--- src/rtl/load_store_unit_if.sv ---
// rtl/load_store_unit_if.sv - request, response and data-memory signals of the load/store unit
interface load_store_unit_if;
    logic        req_valid;
    logic        req_ready;
    logic        req_we;
    logic [2:0]  req_funct3;
    logic [31:0] req_addr;
    logic [31:0] req_wdata;
    logic        rsp_valid;
    logic [31:0] rsp_rdata;
    logic        rsp_err;
    logic [31:0] mem_a;
    logic [31:0] mem_wd;
    logic        mem_we;
    logic        mem_re;
    logic [31:0] mem_rd;

    // Unit side: takes requests and read data, drives responses and memory strobes
    modport slave (
        input  req_valid, req_we, req_funct3, req_addr, req_wdata, mem_rd,
        output req_ready, rsp_valid, rsp_rdata, rsp_err, mem_a, mem_wd, mem_we, mem_re
    );

    // Pipeline/memory side
    modport master (
        output req_valid, req_we, req_funct3, req_addr, req_wdata, mem_rd,
        input  req_ready, rsp_valid, rsp_rdata, rsp_err, mem_a, mem_wd, mem_we, mem_re
    );
endinterface

--- src/rtl/load_store_unit.sv ---
// rtl/load_store_unit.sv - RV32 load/store unit with RMW sub-word stores; optional LSU_MISALIGN_TRAP_EN
module load_store_unit #(
    parameter bit WORD_ADDR = 1'b0
) (
    input  logic               clk,
    input  logic               rst,
    load_store_unit_if.slave   bus
);

    typedef enum logic [1:0] {IDLE, RD, WR, RESP} state_t;

    state_t      state, state_nx;
    logic        r_we;
    logic [2:0]  r_f3;
    logic [31:0] r_addr;
    logic [31:0] r_wdata;
    logic [31:0] r_word;
    logic        r_err;

    logic        acc_err;
    logic [31:0] acc_addr;
    logic [31:0] word_a;
    logic [31:0] merged;
    logic [7:0]  ld_byte;
    logic [15:0] ld_half;
    logic [31:0] ld_data;

    // Classify the incoming request: illegal codes, stores of unsigned sizes, and alignment handling
    always_comb begin
        acc_err = (bus.req_funct3 == 3'b011) || (bus.req_funct3 == 3'b110) ||
                  (bus.req_funct3 == 3'b111) || (bus.req_we && bus.req_funct3[2]);
`ifdef LSU_MISALIGN_TRAP_EN
        if ((bus.req_funct3[1:0] == 2'b01 && bus.req_addr[0]) ||
            (bus.req_funct3[1:0] == 2'b10 && bus.req_addr[1:0] != 2'b00))
            acc_err = 1'b1;
        acc_addr = bus.req_addr;
`else
        // Misaligned low bits are dropped so the access lands on its natural boundary
        case (bus.req_funct3[1:0])
            2'b01:   acc_addr = {bus.req_addr[31:1], 1'b0};
            2'b10:   acc_addr = {bus.req_addr[31:2], 2'b00};
            default: acc_addr = bus.req_addr;
        endcase
`endif
    end

    assign word_a = WORD_ADDR ? {2'b00, r_addr[31:2]} : {r_addr[31:2], 2'b00};

    // State register
    always_ff @(posedge clk or negedge rst) begin
        if (!rst) state <= IDLE;
        else      state <= state_nx;
    end

    // Request capture on accept and read-data capture at the end of RD
    always_ff @(posedge clk or negedge rst) begin
        if (!rst) begin
            r_we    <= 1'b0;
            r_f3    <= 3'b000;
            r_addr  <= 32'h0;
            r_wdata <= 32'h0;
            r_word  <= 32'h0;
            r_err   <= 1'b0;
        end else begin
            if (state == IDLE && bus.req_valid) begin
                r_we    <= bus.req_we;
                r_f3    <= bus.req_funct3;
                r_addr  <= acc_addr;
                r_wdata <= bus.req_wdata;
                r_err   <= acc_err;
            end
            if (state == RD) r_word <= bus.mem_rd;
        end
    end

    // Store data: whole word, or the captured word with one lane replaced
    always_comb begin
        merged = r_word;
        case (r_f3[1:0])
            2'b00: begin
                case (r_addr[1:0])
                    2'b00: merged[7:0]   = r_wdata[7:0];
                    2'b01: merged[15:8]  = r_wdata[7:0];
                    2'b10: merged[23:16] = r_wdata[7:0];
                    default: merged[31:24] = r_wdata[7:0];
                endcase
            end
            2'b01: begin
                if (r_addr[1]) merged[31:16] = r_wdata[15:0];
                else           merged[15:0]  = r_wdata[15:0];
            end
            default: merged = r_wdata;
        endcase
    end

    // Load data: lane select then sign or zero extension
    always_comb begin
        case (r_addr[1:0])
            2'b00:   ld_byte = r_word[7:0];
            2'b01:   ld_byte = r_word[15:8];
            2'b10:   ld_byte = r_word[23:16];
            default: ld_byte = r_word[31:24];
        endcase
        ld_half = r_addr[1] ? r_word[31:16] : r_word[15:0];
        case (r_f3)
            3'b000:  ld_data = {{24{ld_byte[7]}}, ld_byte};
            3'b100:  ld_data = {24'h0, ld_byte};
            3'b001:  ld_data = {{16{ld_half[15]}}, ld_half};
            3'b101:  ld_data = {16'h0, ld_half};
            default: ld_data = r_word;
        endcase
    end

    // Next state and all outputs, decoded from the current state
    always_comb begin
        state_nx      = state;
        bus.req_ready = 1'b0;
        bus.rsp_valid = 1'b0;
        bus.rsp_rdata = 32'h0;
        bus.rsp_err   = 1'b0;
        bus.mem_a     = 32'h0;
        bus.mem_wd    = 32'h0;
        bus.mem_we    = 1'b0;
        bus.mem_re    = 1'b0;
        case (state)
            IDLE: begin
                bus.req_ready = rst;
                if (bus.req_valid) begin
                    if (acc_err)                          state_nx = RESP;
                    else if (!bus.req_we)                 state_nx = RD;
                    else if (bus.req_funct3[1:0] == 2'b10) state_nx = WR;
                    else                                  state_nx = RD;
                end
            end
            RD: begin
                bus.mem_re = 1'b1;
                bus.mem_a  = word_a;
                state_nx   = r_we ? WR : RESP;
            end
            WR: begin
                bus.mem_we = 1'b1;
                bus.mem_a  = word_a;
                bus.mem_wd = merged;
                state_nx   = RESP;
            end
            default: begin
                bus.rsp_valid = 1'b1;
                bus.rsp_err   = r_err;
                bus.rsp_rdata = (r_err || r_we) ? 32'h0 : ld_data;
                state_nx      = IDLE;
            end
        endcase
    end

endmodule

--- src/flat_wrapper.sv ---
// flat-port wrapper written by rule: the top's interface ports become plain ports
module load_store_unit_flat 
#(
    parameter bit WORD_ADDR = 1'b0
)
  (clk, rst, bus_req_valid, bus_req_we, bus_req_funct3, bus_req_addr, bus_req_wdata, bus_mem_rd, bus_req_ready, bus_rsp_valid, bus_rsp_rdata, bus_rsp_err, bus_mem_a, bus_mem_wd, bus_mem_we, bus_mem_re);
  load_store_unit_if bus_i ();
  input  logic clk;
  input  logic rst;
  input wire logic [$bits(bus_i.req_valid)-1:0] bus_req_valid;
  input wire logic [$bits(bus_i.req_we)-1:0] bus_req_we;
  input wire logic [$bits(bus_i.req_funct3)-1:0] bus_req_funct3;
  input wire logic [$bits(bus_i.req_addr)-1:0] bus_req_addr;
  input wire logic [$bits(bus_i.req_wdata)-1:0] bus_req_wdata;
  input wire logic [$bits(bus_i.mem_rd)-1:0] bus_mem_rd;
  output wire logic [$bits(bus_i.req_ready)-1:0] bus_req_ready;
  output wire logic [$bits(bus_i.rsp_valid)-1:0] bus_rsp_valid;
  output wire logic [$bits(bus_i.rsp_rdata)-1:0] bus_rsp_rdata;
  output wire logic [$bits(bus_i.rsp_err)-1:0] bus_rsp_err;
  output wire logic [$bits(bus_i.mem_a)-1:0] bus_mem_a;
  output wire logic [$bits(bus_i.mem_wd)-1:0] bus_mem_wd;
  output wire logic [$bits(bus_i.mem_we)-1:0] bus_mem_we;
  output wire logic [$bits(bus_i.mem_re)-1:0] bus_mem_re;
  assign bus_i.req_valid = bus_req_valid;
  assign bus_i.req_we = bus_req_we;
  assign bus_i.req_funct3 = bus_req_funct3;
  assign bus_i.req_addr = bus_req_addr;
  assign bus_i.req_wdata = bus_req_wdata;
  assign bus_i.mem_rd = bus_mem_rd;
  assign bus_req_ready = bus_i.req_ready;
  assign bus_rsp_valid = bus_i.rsp_valid;
  assign bus_rsp_rdata = bus_i.rsp_rdata;
  assign bus_rsp_err = bus_i.rsp_err;
  assign bus_mem_a = bus_i.mem_a;
  assign bus_mem_wd = bus_i.mem_wd;
  assign bus_mem_we = bus_i.mem_we;
  assign bus_mem_re = bus_i.mem_re;
  load_store_unit #(.WORD_ADDR(WORD_ADDR)) u_core (.clk(clk), .rst(rst), .bus(bus_i));
endmodule
--- config.mk ---
export PLATFORM = sky130hd
export DESIGN_NAME = load_store_unit_flat
export DESIGN_NICKNAME = d
export VERILOG_FILES = /design/src/rtl/load_store_unit_if.sv /design/src/rtl/load_store_unit.sv /design/src/flat_wrapper.sv
export SDC_FILE = /design/constraint.sdc
export NUM_CORES = 1
export LEC_CHECK = 0
export ABC_AREA = 1
export CELL_PAD_IN_SITES_DETAIL_PLACEMENT = 0
export CELL_PAD_IN_SITES_GLOBAL_PLACEMENT = 1
export CORE_MARGIN = 4
export CORE_UTILIZATION = 32
export DETAILED_ROUTE_END_ITERATION = 10
export PLACE_DENSITY_LB_ADDON = 0.1
export SLEW_MARGIN = 15
export SYNTH_ARGS = -nofsm -noshare
export SYNTH_HDL_FRONTEND = slang
export SYNTH_SLANG_ARGS = --single-unit
--- constraint.sdc ---
create_clock -name clk -period 1.9 [get_ports clk]
set_input_delay 0.38 -clock clk [delete_from_list [all_inputs] [get_ports clk]]
set_output_delay 0.38 -clock clk [all_outputs]
set_load 0.02 [all_outputs]
### Word level (Yosys, flattened, before mapping)

Index checks and enable logic that the tools add are counted.

* reductions and logical operators: 13
* multiplexer cells: 26
* equal/unequal tests: 14

Operator list (number)
* 2-to-1 mux 32 bit: 4
* one-hot mux 32 bit (4 select lines): 1
* one-hot mux 32 bit (2 select lines): 1
* 2-to-1 mux 16 bit: 3
* 2-to-1 mux 8 bit: 4
* one-hot mux 8 bit (3 select lines): 1
* == test 3 bit (second input constant): 4
* == test 2 x 1 -> 1 bit (second input constant): 4
* 2-to-1 mux 2 bit: 4
* == test 2 bit (second input constant): 3
* zero test 2 bit: 3
* 2-to-1 mux 1 bit: 6
* one-hot mux 2 bit (3 select lines): 1
* OR reduction 3 bit: 2
* logical OR 1 bit: 4
* one-hot mux 2 bit (2 select lines): 1
* == test 3 x 1 -> 1 bit (second input constant): 1
* == test 3 x 2 -> 1 bit (second input constant): 1
* zero test 3 bit: 1
* logical AND 1 bit: 2
* inequality test 2 bit (second input constant): 1
* OR reduction 2 bit: 1

* logic and storage cells: 60
* register bits: 103
* output and inout bits: 101
* input port bits: 103

### Logic depth before layout (Yosys ltp)

* depth after elaboration: 7
* gate-level depth with buffers: 9
* gate-level depth less buffers: 8

### Worst setup path before layout

No wires, ideal clock.

* path type: reg2out
* start point: register u_core.state[0]
* end point: output bus_rsp_rdata[2]
* cell stages (with the launch flop): 7
* arrival time: 1.788 ns
* data required time: 1.520 ns
* slack: -0.268 ns
* cell sequence: dfrtp_1 > ha_1 > nand2_1 > nor2_1 > clkbuf_1 > o21ai_0 > nor3_1

* word-level cells in the longest chain between the ends: 3
* elaborated cells between the ends (all ways): 5

Ends and longest elaborated chain
* start, declared: line load_store_unit.sv:12 `state_t state, state_nx;`
* start signal, assigned: line load_store_unit.sv:52 `else state <= state_nx;`
* == test 2 bit, or another cell as far along: line load_store_unit.sv:125 `case (state)`
* OR reduction 3 bit (no line) (*)
* 2-to-1 mux 32 bit (*): line load_store_unit.sv:125
* end, declared: line flat_wrapper.sv:18 `output wire logic [$bits(bus_i.rsp_rdata)-1:0] bus_rsp_rdata;`

Every way passes the cells marked *; elsewhere a longest branch is shown, timed or not.

### Final worst setup path

* start point: register u_core.r_f3[0]
* end point: output bus_mem_wd[8]

* word-level cells in the longest chain between the ends: 3
* elaborated cells between the ends (all ways): 4

Ends and longest elaborated chain
* start, declared: line load_store_unit.sv:14 `logic [2:0] r_f3;`
* start signal, assigned: line load_store_unit.sv:67 `r_f3 <= bus.req_funct3;`
* == test 2 x 1 -> 1 bit / zero test 2 bit (equally long branches): line load_store_unit.sv:79 `case (r_f3[1:0])`
* one-hot mux 32 bit (2 select lines) (*): line load_store_unit.sv:79
* 2-to-1 mux 32 bit (*): line load_store_unit.sv:125
* end, declared: line flat_wrapper.sv:21 `output wire logic [$bits(bus_i.mem_wd)-1:0] bus_mem_wd;`

Marked as above.

==> results.py <==
metrics = {
    "outcome": {
        "status": "finished, violations left",
        "violations": "setup timing",
    },
    "setup_path": {
        "required_ns": 1.52,
        "cp.arrival_ns": 1.86,
        "crit_type": "flip-flop to output pin",
        "cp-start-kind": "flip-flop",
        "cp-end-kind": "output pin",
        "worstPathMaxFanout": 7,
    },
    "logic_synthesis": {
        "synth_warnings": 0,
        "async_flop_share_pct": 100.0,
        "ys_seq_elements": 103,
        "synth_edf_count": 0,
        "ys_seq_area_share_pct": 42.17,
        "mappedNetlistArea_um2": 6112,
        "postSynthAreaPerCell_um2": 6.724,
        "synth_cell_types": 26,
        "synth_ff_type": "dfrtp_1",
        "netlist_instances": 909,
    },
    "cts": {
        "insertion_delay_ns": 0.37,
        "cts_buffers": 9,
        "cts_root_buffer": "clkbuf_16",
        "cts_buffer_depth": 2,
        "cts-htree-levels": 3,
        "tritoncts": "done",
        "clock-sinks": 103,
        "clk_pin_slew_ns": 0.08,
    },
    "route": {
        "via_count": 7127,
        "wirelength_mm": 25.79,
        "via_per_inst": 4.922,
        "drtIter0Drc": 327,
        "route.detailed.drc": 0,
        "wl_per_cell_um": 17.81,
        "dr.pass1.iters": 4,
        "ant_nets": 0,
    },
    "sta": {
        "setup_ws_ns": -0.3362,
        "finalCriticalPeriod_ns": 2.236,
        "fin_skew_ns": 0.007026,
        "timing.slew.headroom_pct": 58.57,
        "fmax_mhz": 447.2,
        "post-route-period-util_pct": 117.7,
        "hold_viol": 0,
        "setup_viol": 94,
        "drv_slew": 0,
        "setup_tns_ns": -24.94,
        "rsz0062_at_grt": "yes",
        "worstMarginPinSlew_ns": 0.6214,
    },
    "power_and_ir_drop": {
        "p_total_uw": 21300,
        "power_frac_comb_pct": 70.1,
        "switching_share_pct": 47.44,
        "clkPwrFrac_pct": 10.1,
        "pwr-share-seq_pct": 19.8,
        "switchingPower_uw": 10100,
        "p_leak_uw": 0.005513,
        "power_density_nw_per_um2": 1896,
        "vdd.ir_drop.worst_mv": 1.250,
        "p_int_uw": 11190,
    },
    "die": {
        "core_area_um2": 18770,
        "io_pins": 204,
        "initial_core_util_pct": 32.57,
        "dieArea_um2": 21380,
        "die_height_um": 146.2,
        "rows": 50,
        "die_x_um": 146.2,
    },
    "place": {
        "gp_congestion": 0.8627,
        "place_ws_ns": -0.4945,
        "portBuffers": 201,
        "dp.cells": 1398,
        "hpwl_mm": 17.71,
    },
    "flow_run": {
        "cap_violations": 0,
    },
    "global_route": {
        "grt_pass1_wl_mm": 39.19,
        "grt_pass1_vias": 7148,
        "grt_max_degree": 104,
        "gr-usage-all-layers_pct": 23.13,
        "grt_overflow": 0,
        "antenna_found_initial": 1,
    },
    "worst_hold_path": {
        "hp-class": "primary input to asynchronous set/reset pin",
    },
    "finish": {
        "multiInputGateArea_um2": 3988,
        "seqCellArea_um2": 2581,
        "final_layout_size_suffix_gt1_share_pct": 39.21,
        "finalNetCount": 1319,
        "num-fill-cells": 1721,
        "finalNonFillerCells": 1448,
        "synthToLayoutAreaGrowth_pct": 83.77,
        "diodes": 0,
    },
}
routing by layer:
| metal | part of all wire (%) | global-route usage [%] | vias up | routed length [um] |
|---|---|---|---|---|
| met1 | 42 | 29.47 | 3362 | 10770 |
| met3 | 7.0 | 5.990 | 45 | 1798 |
| li1 | - | - | 3474 | - |
| met2 | 48 | 37.49 | 244 | 12340 |
| met5 | 0.050 | 0 | - | 13 |
| met4 | 3.3 | 9.454 | 2 | 862 |
cell type report:
class / instances / share of cell area [%]
tap: 234 / 2.607
timing repair buffer: 341 / 32.36
inverter: 101 / 3.531
sequential: 103 / 22.98
clock inverter: 7 / 1.014
multi-input combinational: 653 / 35.50
clock buffer: 9 / 2.005
synthesized netlist by cell type, types with 2 or more instances:
cell type / n / area (um^2)
a21oi_1: 48 / 240.2
a31oi_1: 13 / 81.33
buf_1: 4 / 15.01
buf_2: 15 / 75.07
buf_4: 2 / 15.01
buf_6: 2 / 22.52
clkbuf_1: 31 / 116.4
dfrtp_1: 103 / 2577
ha_1: 7 / 87.58
inv_1: 95 / 356.6
inv_2: 5 / 18.77
nand2_1: 394 / 1479
nand2_2: 3 / 18.77
nand3_1: 35 / 175.2
nor2_1: 19 / 71.32
nor2_2: 4 / 25.02
nor2_4: 3 / 33.78
nor3_1: 8 / 40.04
o211ai_1: 19 / 142.6
o21a_1: 8 / 60.06
o21ai_0: 85 / 425.4
o21ai_1: 2 / 10.01
cell families (layout without fill, tap and decap cells):
kind of cell | count (synthesis) | after routing | share of synthesized area (%)
buf+inv | 155 | 458 | 10.19
flops | 103 | 103 | 42.17
fa+ha+maj | 7 | 7 | 1.433
other cells | 1 | 2 | 0.06135
simple gates | 467 | 468 | 30.26
mux | 1 | 1 | 0.1842
compound gates | 175 | 175 | 15.70
cells in the final DEF, fill, tap and decap left out, types with 5 or more instances in the layout:
master           synthesis  final
nand2_1                394    341
buf_4                    2    102
clkdlybuf4s50_1          0    101
dfrtp_1                103    100
buf_6                    2     98
inv_1                   95     56
o21ai_0                 85     50
inv_2                    5     40
nand2_4                  0     40
o21ai_2                  0     26
buf_12                   0     22
a21oi_2                  0     21
o211ai_1                19     19
nand3_1                 35     18
nand2_2                  3     17
nand3_2                  0     15
a21oi_4                  0     15
clkbuf_16                0     13
nor2_4                   3     12
nor2_1                  19     12
a21oi_1                 48     12
o21ai_1                  2     11
a31oi_4                  0      8
o21a_1                   8      8
nor3_2                   0      7
buf_8                    0      5
state kept, by name, indices dropped and copies added, names as in the netlist:
name,count
u_core.r_addr,32
u_core.r_wdata,32
u_core.r_word,32
u_core.r_f3,3
u_core.state,2
u_core.r_err,1
u_core.r_we,1
through the flow:
stage | area (um^2) | utilization [%] | hold slack (ns)
2_1_floorplan | 6223 | - | 0.08441
3_3_place_gp | 9264 | 49.36 | 0.4615
3_5_place_dp | 9264 | 49.36 | 0.4649
4_1_cts | 10460 | 55.71 | 0.2033
5_1_grt | 11230 | 59.85 | 0.1597
6_report | 11230 | 59.85 | 0.1319
what timing repair did:
| action | 4_1_cts | 5_1_grt |
|---|---|---|
| pin swaps | 38 | 43 |
| setup buffers | 12 | 10 |
| setup endpoints to repair | 99 | 102 |
| cloned | 9 | 6 |
| hold buffers | 0 | 0 |
| resized for setup | 765 | 154 |
worst paths after layout:
path	from	endpoint	slack, ns	cells after the start
min reg2reg	u_core.r_wdata[25]$_DFFE_PN0P_	u_core.r_wdata[25]$_DFFE_PN0P_	0.48	2
max	u_core.r_f3[0]$_DFFE_PN0P_	bus_mem_wd[8]	-0.34	8
max reg2reg	u_core.state[0]$_DFFE_PN0P_	u_core.r_addr[0]$_DFFE_PN0P_	0.18	10
max in group asynchronous	rst	u_core.r_addr[0]$_DFFE_PN0P_	1.23	2
min in group clk	u_core.r_wdata[25]$_DFFE_PN0P_	u_core.r_wdata[25]$_DFFE_PN0P_	0.48	2
min	rst	u_core.r_word[20]$_DFFE_PN0P_	0.13	2
power groups by stage:
stage	logic, uW	clock network (uW)	registers, uW
finish	14900	2150	4220
detailed placement	10700	0	3990
global placement	10700	0	3990
CTS	13400	2200	4120
global route	16000	2300	4350
floorplan	5640	0	3800
critical path, stage by stage (launching register included):
cell     delay [ns]
dfrtp_2        0.50
buf_4          0.18
nand2_4        0.05
nor2_4         0.15
buf_6          0.12
nand2_1        0.06
a31oi_2        0.17
buf_4          0.15
buf_6          0.11
Power figures use the tool's default switching activity.
